$ cat src/rtl/led_seq_ctrl.sv
// Command-driven LED sequencer: latches a pattern/mode/period/step-count command and
// advances the active-low LED word once per programmed tick (rotate, bounce, blink, hold).
module led_seq_ctrl #(
  parameter int                WIDTH         = 12,
  parameter int                DIV_W         = 24,
  parameter int                STEP_W        = 8,
  parameter logic [WIDTH-1:0]  RESET_PATTERN = 12'hFFE,
  parameter logic              OFF_LEVEL     = 1'b1
) (
  input  logic              clk,
  input  logic              resetn,
  input  logic              cmd_valid,
  output logic              cmd_ready,
  input  logic [2:0]        cmd_mode,
  input  logic [WIDTH-1:0]  cmd_pattern,
  input  logic [DIV_W-1:0]  cmd_period,
  input  logic [STEP_W-1:0] cmd_steps,
  output logic [WIDTH-1:0]  rot,
  output logic              busy,
  output logic              done
);

  localparam int              POS_W   = $clog2(WIDTH);
  localparam logic [POS_W-1:0] POS_MAX = POS_W'(WIDTH - 1);

  typedef enum logic [1:0] {S_IDLE, S_RUN, S_DONE} state_t;
  typedef enum logic [2:0] {M_HOLD = 3'd0, M_ROTL = 3'd1, M_ROTR = 3'd2,
                            M_BOUNCE = 3'd3, M_BLINK = 3'd4} mode_t;

  state_t             state;
  logic [2:0]         mode_r;
  logic [WIDTH-1:0]   pattern_r;
  logic [DIV_W-1:0]   period_r;
  logic [DIV_W-1:0]   divider;
  logic [STEP_W-1:0]  steps_r;
  logic [STEP_W-1:0]  cnt;
  logic [POS_W-1:0]   pos;
  logic               dir;    // 0 = moving left (pos increasing)
  logic               phase;  // blink: 1 = pattern shown

  logic               accept;
  logic               tick;
  logic [WIDTH-1:0]   nxt_rot;
  logic [POS_W-1:0]   nxt_pos;
  logic               nxt_dir;
  logic               nxt_phase;

  function automatic logic [WIDTH-1:0] rotl_by(input logic [WIDTH-1:0] p,
                                               input logic [POS_W-1:0] sh);
    logic [2*WIDTH-1:0] dbl;
    dbl = {p, p} << sh;
    return dbl[2*WIDTH-1:WIDTH];
  endfunction

  // Finite runs hold off new commands until the sequence has completed.
  assign cmd_ready = (state == S_IDLE) || ((state == S_RUN) && (steps_r == '0));
  assign accept    = cmd_valid && cmd_ready;
  assign tick      = (divider == period_r);

  always_comb begin
    nxt_rot   = rot;
    nxt_pos   = pos;
    nxt_dir   = dir;
    nxt_phase = phase;
    case (mode_r)
      M_ROTL: nxt_rot = {rot[WIDTH-2:0], rot[WIDTH-1]};
      M_ROTR: nxt_rot = {rot[0], rot[WIDTH-1:1]};
      M_BOUNCE: begin
        // The step that lands on an end is taken; the direction flips for the next one.
        if (!dir) begin
          nxt_pos = pos + POS_W'(1);
          if (nxt_pos == POS_MAX) nxt_dir = 1'b1;
        end else begin
          nxt_pos = pos - POS_W'(1);
          if (nxt_pos == '0) nxt_dir = 1'b0;
        end
        nxt_rot = rotl_by(pattern_r, nxt_pos);
      end
      M_BLINK: begin
        nxt_phase = ~phase;
        nxt_rot   = nxt_phase ? pattern_r : {WIDTH{OFF_LEVEL}};
      end
      default: nxt_rot = rot;
    endcase
  end

  always_ff @(posedge clk or negedge resetn) begin
    if (!resetn) begin
      state     <= S_IDLE;
      rot       <= RESET_PATTERN;
      busy      <= 1'b0;
      done      <= 1'b0;
      mode_r    <= '0;
      pattern_r <= '0;
      period_r  <= '0;
      steps_r   <= '0;
      divider   <= '0;
      cnt       <= '0;
      pos       <= '0;
      dir       <= 1'b0;
      phase     <= 1'b1;
    end else begin
      done <= 1'b0;
      if (accept) begin
        // A replacing command wins over a coincident tick and never pulses done.
        state     <= S_RUN;
        busy      <= 1'b1;
        mode_r    <= cmd_mode;
        pattern_r <= cmd_pattern;
        period_r  <= cmd_period;
        steps_r   <= cmd_steps;
        rot       <= cmd_pattern;
        divider   <= '0;
        cnt       <= cmd_steps;
        pos       <= '0;
        dir       <= 1'b0;
        phase     <= 1'b1;
      end else begin
        case (state)
          S_RUN: begin
            if (tick) begin
              divider <= '0;
              rot     <= nxt_rot;
              pos     <= nxt_pos;
              dir     <= nxt_dir;
              phase   <= nxt_phase;
              if (steps_r != '0) begin
                if (cnt != '0) cnt <= cnt - STEP_W'(1);
                if (cnt == STEP_W'(1)) begin
                  state <= S_DONE;
                  busy  <= 1'b0;
                  done  <= 1'b1;
                end
              end
            end else begin
              divider <= divider + DIV_W'(1);
            end
          end
          S_DONE:  state <= S_IDLE;
          default: state <= S_IDLE;
        endcase
      end
    end
  end

endmodule

$ cat config.mk
export PLATFORM = sky130hd
export DESIGN_NAME = led_seq_ctrl
export DESIGN_NICKNAME = d
export VERILOG_FILES = /design/src/rtl/led_seq_ctrl.sv
export SDC_FILE = /design/constraint.sdc
export NUM_CORES = 1
export LEC_CHECK = 0
export CAP_MARGIN = 20
export CELL_PAD_IN_SITES_DETAIL_PLACEMENT = 0
export CELL_PAD_IN_SITES_GLOBAL_PLACEMENT = 1
export CORE_UTILIZATION = 43
export DETAILED_ROUTE_END_ITERATION = 10
export PLACE_DENSITY_LB_ADDON = 0.1
export SETUP_SLACK_MARGIN = 0.1
export SLEW_MARGIN = 20
export SYNTH_ARGS = -nofsm -noshare
export SYNTH_HDL_FRONTEND = slang
export SYNTH_SLANG_ARGS = --single-unit
$ cat constraint.sdc
create_clock -name clk -period 3.9 [get_ports clk]
set_input_delay 0.39 -clock clk [delete_from_list [all_inputs] [get_ports clk]]
set_output_delay 0.39 -clock clk [all_outputs]
set_load 0.05 [all_outputs]
# After elaboration in Yosys (flattened, before gate mapping)
# Cells that the tools add are included.
totals:
  reg_bits: 101
  output_inout_bits: 15
  in_bits: 50
op_classes:
  n_reduce_logical: 22
  n_eq_ne: 11
  n_bitwise: 1
  n_addsub: 4
  n_mux: 45
  shifts: 1
ops:
  columns: ["operator", "n"]
  rows:
  - ["$mux 24", 3]
  - ["$mux 12", 4]
  - ["$pmux 12 s4", 1]
  - ["$mux 8", 5]
  - ["$add 24x1->24 const B", 1]
  - ["$eq 24x24->1", 1]
  - ["$mux 4", 6]
  - ["$shl 24x4->24", 1]
  - ["$mux 1", 21]
  - ["$reduce_bool 8->1", 2]
  - ["$reduce_bool 2->1", 7]
  - ["$reduce_and 3->1", 4]
  - ["$mux 2", 5]
  - ["$eq 8x1->1 const B", 1]
  - ["$logic_not 8->1", 1]
  - ["$reduce_and 4->1", 2]
  - ["$sub 8x1->8 const B", 1]
  - ["$eq 3x2->1 const B", 2]
  - ["$ne 3x2->1 const B", 2]
  - ["$reduce_bool 5->1", 1]
  - ["$add 4x1->4 const B", 1]
  - ["$eq 4x4->1 const B", 1]
  - ["$logic_not 4->1", 1]
  - ["$sub 4x1->4 const B", 1]
  - ["other kinds (8)", 9]

# Depth between registers and ports, before layout
# Gate-level depths: netlist of the first run.
logic_depth:
  word_depth: 8
  depth_mapped: 11
  depth_no_buf: 8

# Least setup slack after synthesis of the first run
# OpenSTA, ideal clock, no wires.
synth_path:
  kind: "reg-to-reg"
  start: "register pos[0]"
  end: "register rot[9]"
  setup_ns: 0.079
  required_ns: 3.821
  path_buffers: 3
  slack_ns: 1.202
  arrival_ns: 2.619
  path_stages_with_launch: 12
  cell_sequence: "dfrtp_1 buf_2 buf_2 inv_1 ha_1 xor2_4 buf_2 mux2i_1 mux2i_1 a22oi_1 o211ai_1 a22o_1"
synth_between:
  elab_chain_cells: 8
  word_cells_on_any_way: 9
synth_lines:
  columns: ["item", "line", "text"]
  rows:
  - ["from (decl)", "37", "logic [POS_W-1:0] pos;"]
  - ["from (signal assigned)", "124", "pos <= nxt_pos;"]
  - ["$add 4x1->4 / $sub 4x1->4 (equally long branches)", "71, 74", null]
  - ["$mux 4 (*)", "70", "if (!dir) begin"]
  - ["$mux 4 (*)", "65", "case (mode_r)"]
  - ["$shl 24x4->24 (*)", "51", "dbl = {p, p} << sh;"]
  - ["$pmux 12 s4 (*)", "65", null]
  - ["$mux 12 (*)", "121", "if (tick) begin"]
  - ["$mux 12 (*)", "119", "case (state)"]
  - ["$mux 12 (*)", "104", "if (accept) begin"]
  - ["to (signal assigned)", "112", "rot <= cmd_pattern;"]
  - ["to (signal assigned)", "123", "rot <= nxt_rot;"]
  - ["to (decl)", "18", "output logic [WIDTH-1:0] rot,"]
# Every way passes the cells marked *; elsewhere a longest branch is shown, timed or not. The select of a mux whose other input is x is not followed.
# A chain may end at the register's enable or synchronous reset.

# Worst setup path in the final report of the first run
layout_path:
  start: "register pos[1]"
  end: "register rot[6]"
# The elaborated chain is that of the path after synthesis.

==> flow_summary.ini, run 1 <==
[worst_setup_path]
cp.required_ns = 4.17
arrival_ns = 3.04
path_class = flop to flop
worst_setup_path_start_kind = flop
endpoint_kind = flop
crit_fanout = 19

[timing]
fmax_mhz = 361.8
finalHoldViolCount = 0
fin_crit_sh = 0.7088
setup_viol = 0
worst_slack_ns = 1.136
slew_headroom = 0.3818
whs_ns = 0.05189
drv_slew = 0
fin_skew_ns = 0.01275
grt_setup_unrepaired = false
setup-tns-final_ns = 0
fin_crit_ns = 2.764
tightest_slew_ns = 0.9273

[global_routing]
grt_pass1_vias = 5093
track_usage = 0.2420
antenna_found_initial = 0
grt-ovfl-total = 0
grt_pass1_wl_mm = 26.36
grt_max_degree = 54

[drt]
dr_total_vias = 4994
drc = 0
drtAntennaViolNets = 0
drt-total-wl_mm = 16.00
viasPerCell = 5.518
firstDrtPassIters = 4
first_iter_violations = 246
wire_per_inst_um = 17.68

[clock_tree]
cts_sinks = 101
hold_buffers = 0
cts-root-buf = clkbuf_16
cts_resized = 0
clk_latency_ns = 0.36
cts_setup_buffers = 0
cts_tree = yes
clockBufferDepth = 2
numCtsBuffers = 9
cts_max_level = 3
clkTransAtPathRegs_ns = 0.08

[yosys]
synth_nets = 730
synth.yosys.warnings = 0
synthCells = 673
syn_area_per_cell_um2 = 8.703
synth.distinct_cells = 62
synth_seq_area_share = 0.4341
synth_edf_count = 0
postSynth.asyncResetShare = 1.000
ys_ff_latch = 101
syn_area_mm2 = 0.005857
synth_ff_type = dfrtp_1

[pwr]
p_per_area_mw_per_mm2 = 695.4
ir_drop_mv = 0.3732
finalPower_uw = 4819
leakage_uw = 0.003048

[floorplanning]
rows = 42
chipHeight_um = 118.7
dieArea_mm2 = 0.01409
die_width_um = 118.7
initial_utilization = 0.4423
coreArea_mm2 = 0.01324
io-pin-count = 65

[place]
port_buffers = 64
dp_hpwl_mm = 11.69
post-place-ws_ns = 1.142
gp_congestion = 0.8771

[outcome]
status = complete, no violations

[run]
max-cap-violations = 0

[cells_and_area]
nNetsFinal = 781
fill_cells = 1323
diodes = 0
drive_gt1_frac = 0.1043
synthToLayoutAreaGrowth_pct = 18.31

[worst_hold_path]
hold_path.class = input pin to async pin
synthesized netlist by cell type, drive strengths merged, types with 12 or more instances:
cell type / instances / share of area
nor2: 51 / 0.033
buf: 27 / 0.024
a21oi: 29 / 0.025
nand4: 13 / 0.014
nand3: 14 / 0.013
nor3: 25 / 0.023
mux2: 13 / 0.025
mux2i: 20 / 0.034
xor2: 40 / 0.064
nand2: 178 / 0.11
dfstp: 12 / 0.054
o21ai: 41 / 0.036
dfrtp: 89 / 0.38
registers in the layout, summed over array words and instances (netlist names):
| name | cells |
|---|---|
| phase | 1 |
| cnt | 8 |
| pattern_r | 12 |
| dir | 1 |
| done | 1 |
| mode_r | 3 |
| period_r | 24 |
| busy | 1 |
| state | 2 |
| pos | 4 |
| steps_r | 8 |
| rot | 12 |
| divider | 24 |
worst paths after layout:
| path | start | endpoint | slack (ns) | depth (start not counted) |
|---|---|---|---|---|
| max | pos[1] | rot[6] | 1.14 | 8 |
| min | resetn | period_r[3] | 0.05 | 1 |
| max reg2reg | pos[1] | rot[6] | 1.14 | 8 |
| min reg2reg | period_r[12] | period_r[12] | 0.50 | 2 |
| max in group asynchronous | resetn | rot[9] | 2.95 | 2 |
| min in group clk | period_r[12] | period_r[12] | 0.50 | 2 |
through the flow:
step                utilization  area (µm²)  cells
global placement         0.5019        6646    889
CTS                      0.5232        6929    905
global route             0.5232        6929    905
finish                   0.5232        6929    905
detailed placement       0.5019        6646    889
floorplan                     -        5857    673
metal layers:
layer  part of all wire  vias up  wire length [µm]  track usage
met5                  0        -                 0            0
met4              0.021        0               330      0.08149
met3              0.034       23               538      0.04054
met2               0.49       90              7906       0.4148
met1               0.45     2460              7228       0.3083
li1                   -     2421                 -            -
area by class of cell:
class / instances / area, µm² / area share
Multi-Input combinational cell: 528 / 3118 / 0.4500
Sequential cell: 101 / 2542 / 0.3669
Timing Repair Buffer: 78 / 743.2 / 0.1073
Clock buffer: 10 / 229.0 / 0.03304
Tap cell: 176 / 220.2 / 0.03178
Clock inverter: 6 / 53.80 / 0.007765
Inverter: 6 / 22.52 / 0.003250
logic make-up after synthesis:
group,count (synthesis),share of synthesized area
simple gates,313,0.2410
buf+inv,44,0.03482
mux,33,0.05917
compound gates,124,0.1352
flops,101,0.4341
fa+ha+maj,7,0.01495
xor+xnor,51,0.08075
critical path, cell delays in order, from the launching register on:
cell and delay [ns]:
dfrtp_1 0.47, inv_1 0.10, ha_1 0.38, xor2_4 0.58, mux2i_1 0.30, mux2i_1 0.13, a221o_1 0.33, a31oi_1 0.26
o21ai_0 0.14
placed cells by master, fill, tap and decap left out, types with 2 or more instances in the layout:
cell / netlist / routed
inv_6: 0 / 3
nand3_1: 13 / 13
nand2_1: 178 / 178
xor2_1: 38 / 38
o211ai_1: 7 / 7
nor3_2: 2 / 2
nand3b_1: 2 / 2
a21o_1: 7 / 7
nand2b_1: 2 / 2
o22a_1: 2 / 2
dfrtp_1: 89 / 89
a22oi_1: 6 / 6
a311oi_1: 2 / 2
clkdlybuf4s50_1: 0 / 63
a211o_2: 2 / 2
mux2i_1: 20 / 20
a21oi_1: 29 / 29
a31oi_1: 3 / 3
a22o_1: 10 / 10
and3_1: 4 / 4
buf_4: 3 / 15
nand4_1: 13 / 13
nor2_1: 51 / 50
clkbuf_16: 0 / 9
o21a_1: 4 / 4
mux2_2: 13 / 13
xnor2_1: 11 / 11
ha_1: 7 / 7
nor4_2: 4 / 4
nor3_1: 23 / 23
inv_1: 6 / 6
or2_2: 1 / 2
nor4_1: 6 / 6
o21ai_0: 40 / 40
dfstp_2: 12 / 12
or3_1: 3 / 3
power by group:
group          internal [µW]  total [µW]  switching [µW]
registers               1480        1910             424
clock network            446         884             438
logic                    824        2030            1200
total                   2750        4820            2070
No activity file was read; power rests on OpenSTA's default activity.
==> inputs of run 2 (changes only) <==
==> constraint.sdc (replaced) <==
create_clock -name clk -period 2.8 [get_ports clk]
set_input_delay 0.28 -clock clk [delete_from_list [all_inputs] [get_ports clk]]
set_output_delay 0.28 -clock clk [all_outputs]
set_load 0.05 [all_outputs]
==> flow_summary.ini, run 2 (synthesized netlist as in run 1, its figures left out) <==
[cells_and_area]
regArea_mm2 = 0.002542
nNetsFinal = 792
synthToLayoutAreaGrowth_pct = 19.87
final_cell_mix = 178 x nand2_1, 89 x dfrtp_1, 62 x clkdlybuf4s50_1
design_area_mm2 = 0.007020
drive_gt1_frac = 0.1149
final_common_cell = nand2_1
fill_cells = 1265
top_regs = divider: 24 flops, period_r: 24 flops
diodes = 0
multi_input_area_mm2 = 0.003119

[global_routing]
grtUsageMet1 = 0.3141
grt_max_degree = 75
use_met2 = 0.3808
grt_pass1_wl_mm = 25.83
busiest_layer = met2
grt_pass1_vias = 4978
antenna_found_initial = 0
grt.met3_usage = 0.04826
grt-ovfl-total = 0
track_usage = 0.2348

[worst_setup_path]
cp_slowest_cell = ha_1
slowest_delay_ns = 0.37
endpoint_kind = flop
path_class = flop to flop
critPathBufInv = 2
crit_top_cell = mux2i_1
worst_setup_path_start_kind = flop
cp-startpoint = pos[0]
rr_startpoint = pos[0]
arrival_ns = 2.79
crit_chain = inv_1 > ha_1 > xor2_4 > buf_4 > mux2i_1 > mux2i_1 > a22oi_1 > o211ai_1 > a22o_1
cp.required_ns = 3.08
critPathTopFamily = compound AO/OA/AOI/OAI gates
crit_fanout = 12

[floorplanning]
chipHeight_um = 118.7
die_width_um = 118.7
io-pin-count = 65
dieArea_mm2 = 0.01409
rows = 42
coreArea_mm2 = 0.01324
initial_utilization = 0.4423

[timing]
fin_skew_ns = 0.01269
setup_viol = 0
fin_crit_ns = 2.503
fmax_mhz = 399.4
fin_crit_sh = 0.8941
slew_headroom = 0.6110
grt_setup_unrepaired = false
finalHoldViolCount = 0
tightest_slew_ns = 0.5782
setup-tns-final_ns = 0
drv_slew = 0

[place]
dp_hpwl_mm = 11.42
gp_congestion = 0.8880
port_buffers = 64
post_dp_cell_area_mm2 = 0.006734

[drt]
drt-total-wl_mm = 15.51
viasPerCell = 5.405
drc = 0
first_iter_violations = 318
wire_per_inst_um = 16.93
firstDrtPassIters = 5
drtAntennaViolNets = 0
dr_total_vias = 4951

[clock_tree]
cts_tree = yes
cts_setup_buffers = 0
cts_max_level = 3
numCtsBuffers = 9
clockBufferDepth = 2
cts-root-buf = clkbuf_16
clk_latency_ns = 0.35
cts_sinks = 101
clkTransAtPathRegs_ns = 0.07

[pwr]
ir_drop_mv = 0.4480
p_per_area_mw_per_mm2 = 954.9
leakage_uw = 0.003125

[worst_hold_path]
hold_path.class = input pin to async pin

[outcome]
status = complete, no violations

[run]
max-cap-violations = 0
==> run 2: changes by cell type in the layout (fill, tap and decap cells not counted), sizes merged <==
cell           previous run  this run
dlymetal6s2s              0         1
buf                      15        25
clkdlybuf4s50            63        62
clkinvlp                  1         0
clkbuf                   10        13
inv                      10         7
clkinv                    1         2
dlygate4sd3               0         1
==> run 2: power breakdown <==
part,total (µW),switching [µW],internal (µW)
clock,1190,560,633
sequential,2660,600,2060
combinational,2850,1660,1190
total,6700,2820,3890
==> run 2: timing repair <==
| action | in CTS | in global routing |
|---|---|---|
| hold buffers | 1 | 0 |
| setup endpoints to repair | 0 | 2 |
| hold endpoints to repair | 27 | 0 |
| resized for setup | 0 | 2 |
==> run 2: cell type report <==
type	count	area share
repair buffers	89	0.1201
inverters	6	0.003208
clock buffers	13	0.03564
multi-input cells	528	0.4443
clock inverters	3	0.003208
flip-flops and latches	101	0.3621
well taps	176	0.03137
==> run 2: worst register-to-register path: stages (launching register included) <==
cell and delay (ns):
dfrtp_1 0.34, inv_1 0.08, ha_1 0.37, xor2_4 0.32, buf_4 0.27, mux2i_1 0.27, mux2i_1 0.13, a22oi_1 0.31
o211ai_1 0.14, a22o_1 0.20
==> run 2: worst paths after layout <==
| path | end | slack, ns | cells after the start |
|---|---|---|---|
| max | rot[11] | 0.30 | 9 |
| min | divider[15] | 0.38 | 2 |
| max reg2reg | rot[11] | 0.30 | 9 |
| min reg2reg | period_r[6] | 0.50 | 2 |
| max in group asynchronous | rot[7] | 1.65 | 3 |
| min in group clk | period_r[21] | 0.45 | 3 |
==> run 2: per-layer routing <==
layer	up-vias	share of wire
met2	105	0.48
met3	23	0.040
met1	2393	0.47
met4	0	0.018
met5	-	0
li1	2430	-
==> run 2: metrics by stage <==
| stage | cells | hold WS, ns | utilization | setup WS (ns) | total power, µW |
|---|---|---|---|---|---|
| floorplan | 673 | -0.01559 | - | 0.1018 | 4586 |
| global placement | 899 | 0.2284 | 0.5085 | 0.2339 | 5468 |
| detailed placement | 899 | 0.2258 | 0.5085 | 0.1871 | 5521 |
| CTS | 916 | 0.3885 | 0.5299 | 0.1919 | 6743 |
| global route | 916 | 0.3988 | 0.5301 | 0.1300 | 7197 |
| finish | 916 | 0.3802 | 0.5301 | 0.2965 | 6704 |
==> inputs of run 3 (changes only) <==
==> constraint.sdc (replaced) <==
create_clock -name clk -period 2.8 [get_ports clk]
set_input_delay 0.28 -clock clk [delete_from_list [all_inputs] [get_ports clk]]
set_output_delay 0.28 -clock clk [all_outputs]
set_load 0.1 [all_outputs]
==> flow_summary.ini, run 3 (synthesized netlist as in run 1, its figures left out) <==
[clock_tree]
clockBufferDepth = 2
cts_tree = yes
cts_sinks = 101
cts-root-buf = clkbuf_16
numCtsBuffers = 9
clkTransAtPathRegs_ns = 0.07
cts_max_level = 3
clk_latency_ns = 0.35

[cells_and_area]
fill_cells = 1280
multi_input_area_mm2 = 0.003129
final_common_cell = nand2_1
regArea_mm2 = 0.002542
design_area_mm2 = 0.007041
fin_cells = 913
final_cell_mix = 178 x nand2_1, 89 x dfrtp_1, 50 x nor2_1
nNetsFinal = 789
top_regs = divider: 24 flops, period_r: 24 flops
synthToLayoutAreaGrowth_pct = 20.21
diodes = 0
drive_gt1_frac = 0.1370

[worst_setup_path]
rr_startpoint = pos[1]
slowest_delay_ns = 0.47
crit_chain = inv_1 > ha_1 > xor2_4 > buf_4 > mux2i_1 > mux2i_1 > a22oi_1 > o211ai_1 > a22o_1
path_class = flop to flop
crit_fanout = 8
crit_top_cell = mux2i_1
endpoint_kind = flop
crit_cells = 9
r2r_end = rot[8]
cp.required_ns = 3.09
critPathTopFamily = compound AO/OA/AOI/OAI gates
arrival_ns = 2.80
cp_slowest_cell = dfrtp_1
rrSetupSlack_ns = 0.29
ff2ff_path_depth = 9
worst_setup_path_start_kind = flop
critPathBufInv = 2

[pwr]
p_per_area_mw_per_mm2 = 1042
ir_drop_mv = 0.6911
leakage_uw = 0.003147

[floorplanning]
coreArea_mm2 = 0.01324
initial_utilization = 0.4423
chipHeight_um = 118.7
dieArea_mm2 = 0.01409
io-pin-count = 65
rows = 42
die_width_um = 118.7

[global_routing]
grt-ovfl-total = 0
grt_max_degree = 54
grt_pass1_wl_mm = 26.70
antenna_found_initial = 0
grt_pass1_vias = 5106
track_usage = 0.2416

[timing]
fin_skew_ns = 0.01259
drv_slew = 0
tightest_slew_ns = 0.6860
setup_viol = 0
fmax_mhz = 398.6
setup-tns-final_ns = 0
fin_crit_ns = 2.509
slew_headroom = 0.5394
grt_setup_unrepaired = false
finalHoldViolCount = 0
fin_crit_sh = 0.8961

[drt]
wire_per_inst_um = 17.29
drt-total-wl_mm = 15.79
drc = 0
firstDrtPassIters = 4
first_iter_violations = 298
viasPerCell = 5.460
dr_total_vias = 4985
drtAntennaViolNets = 0

[outcome]
status = complete, no violations

[worst_hold_path]
holdPathStages = 3
hold_path.class = input pin to flop
hold_path.startpoint = cmd_period[14]
hold_end = period_r[14]

[run]
max-cap-violations = 0

[place]
dp.cells = 896
post_dp_cell_area_mm2 = 0.006674
gp_congestion = 0.9677
port_buffers = 64
dp_hpwl_mm = 11.46
run 3: cell type report:
class / instances / area share
repair buffers: 86 / 0.1109
well taps: 176 / 0.03128
inverters: 6 / 0.003199
clock buffers: 10 / 0.03252
clock inverters: 6 / 0.01653
flip-flops and latches: 101 / 0.3611
multi-input cells: 528 / 0.4445
run 3: worst reg2reg max path, cell delays in order, from the launching register on:
cell	delay, ns
dfrtp_1	0.47
inv_1	0.10
ha_1	0.36
xor2_4	0.30
buf_4	0.21
mux2i_1	0.26
mux2i_1	0.15
a22oi_1	0.26
o211ai_1	0.13
a22o_1	0.20
run 3: power by group:
part,internal (µW),switching [µW],total (µW)
registers,2060,599,2660
clock network,885,591,1480
logic,1170,2030,3200
total,4120,3220,7340
run 3: worst max path at each step:
stage,from,to,slack [ns]
global placement,cmd_valid,rot[0],0.22
floorplan,pos[0],rot[9],0.10
CTS,pos[1],rot[11],0.23
finish,pos[1],rot[8],0.29
detailed placement,cmd_valid,rot[0],0.17
global route,pos[1],rot[3],0.10
run 3: routing by layer:
layer / part of all wire / vias up / global-route usage
met5: 0 / - / 0
met4: 0.014 / 0 / 0.05063
met3: 0.038 / 15 / 0.05550
met2: 0.48 / 92 / 0.3925
met1: 0.47 / 2452 / 0.3284
li1: - / 2426 / -
run 3: metrics by stage:
step	total power [µW]	hold WS, ns	utilization	worst slack (ns)
2_1_floorplan	4937	-0.01559	-	0.1018
3_3_place_gp	5795	0.3597	0.5040	0.2237
3_5_place_dp	5858	0.3617	0.5040	0.1653
4_1_cts	7363	0.4379	0.5308	0.2329
5_1_grt	7826	0.4609	0.5317	0.1028
6_report	7336	0.4506	0.5317	0.2909
run 3: repair_timing:
item / in CTS / in global routing
endpoints found under the setup margin: 0 / 7
hold endpoints to repair: 48 / 0
hold buffers: 1 / 0
gates resized for setup: 0 / 3
buffers inserted: 0 / 0
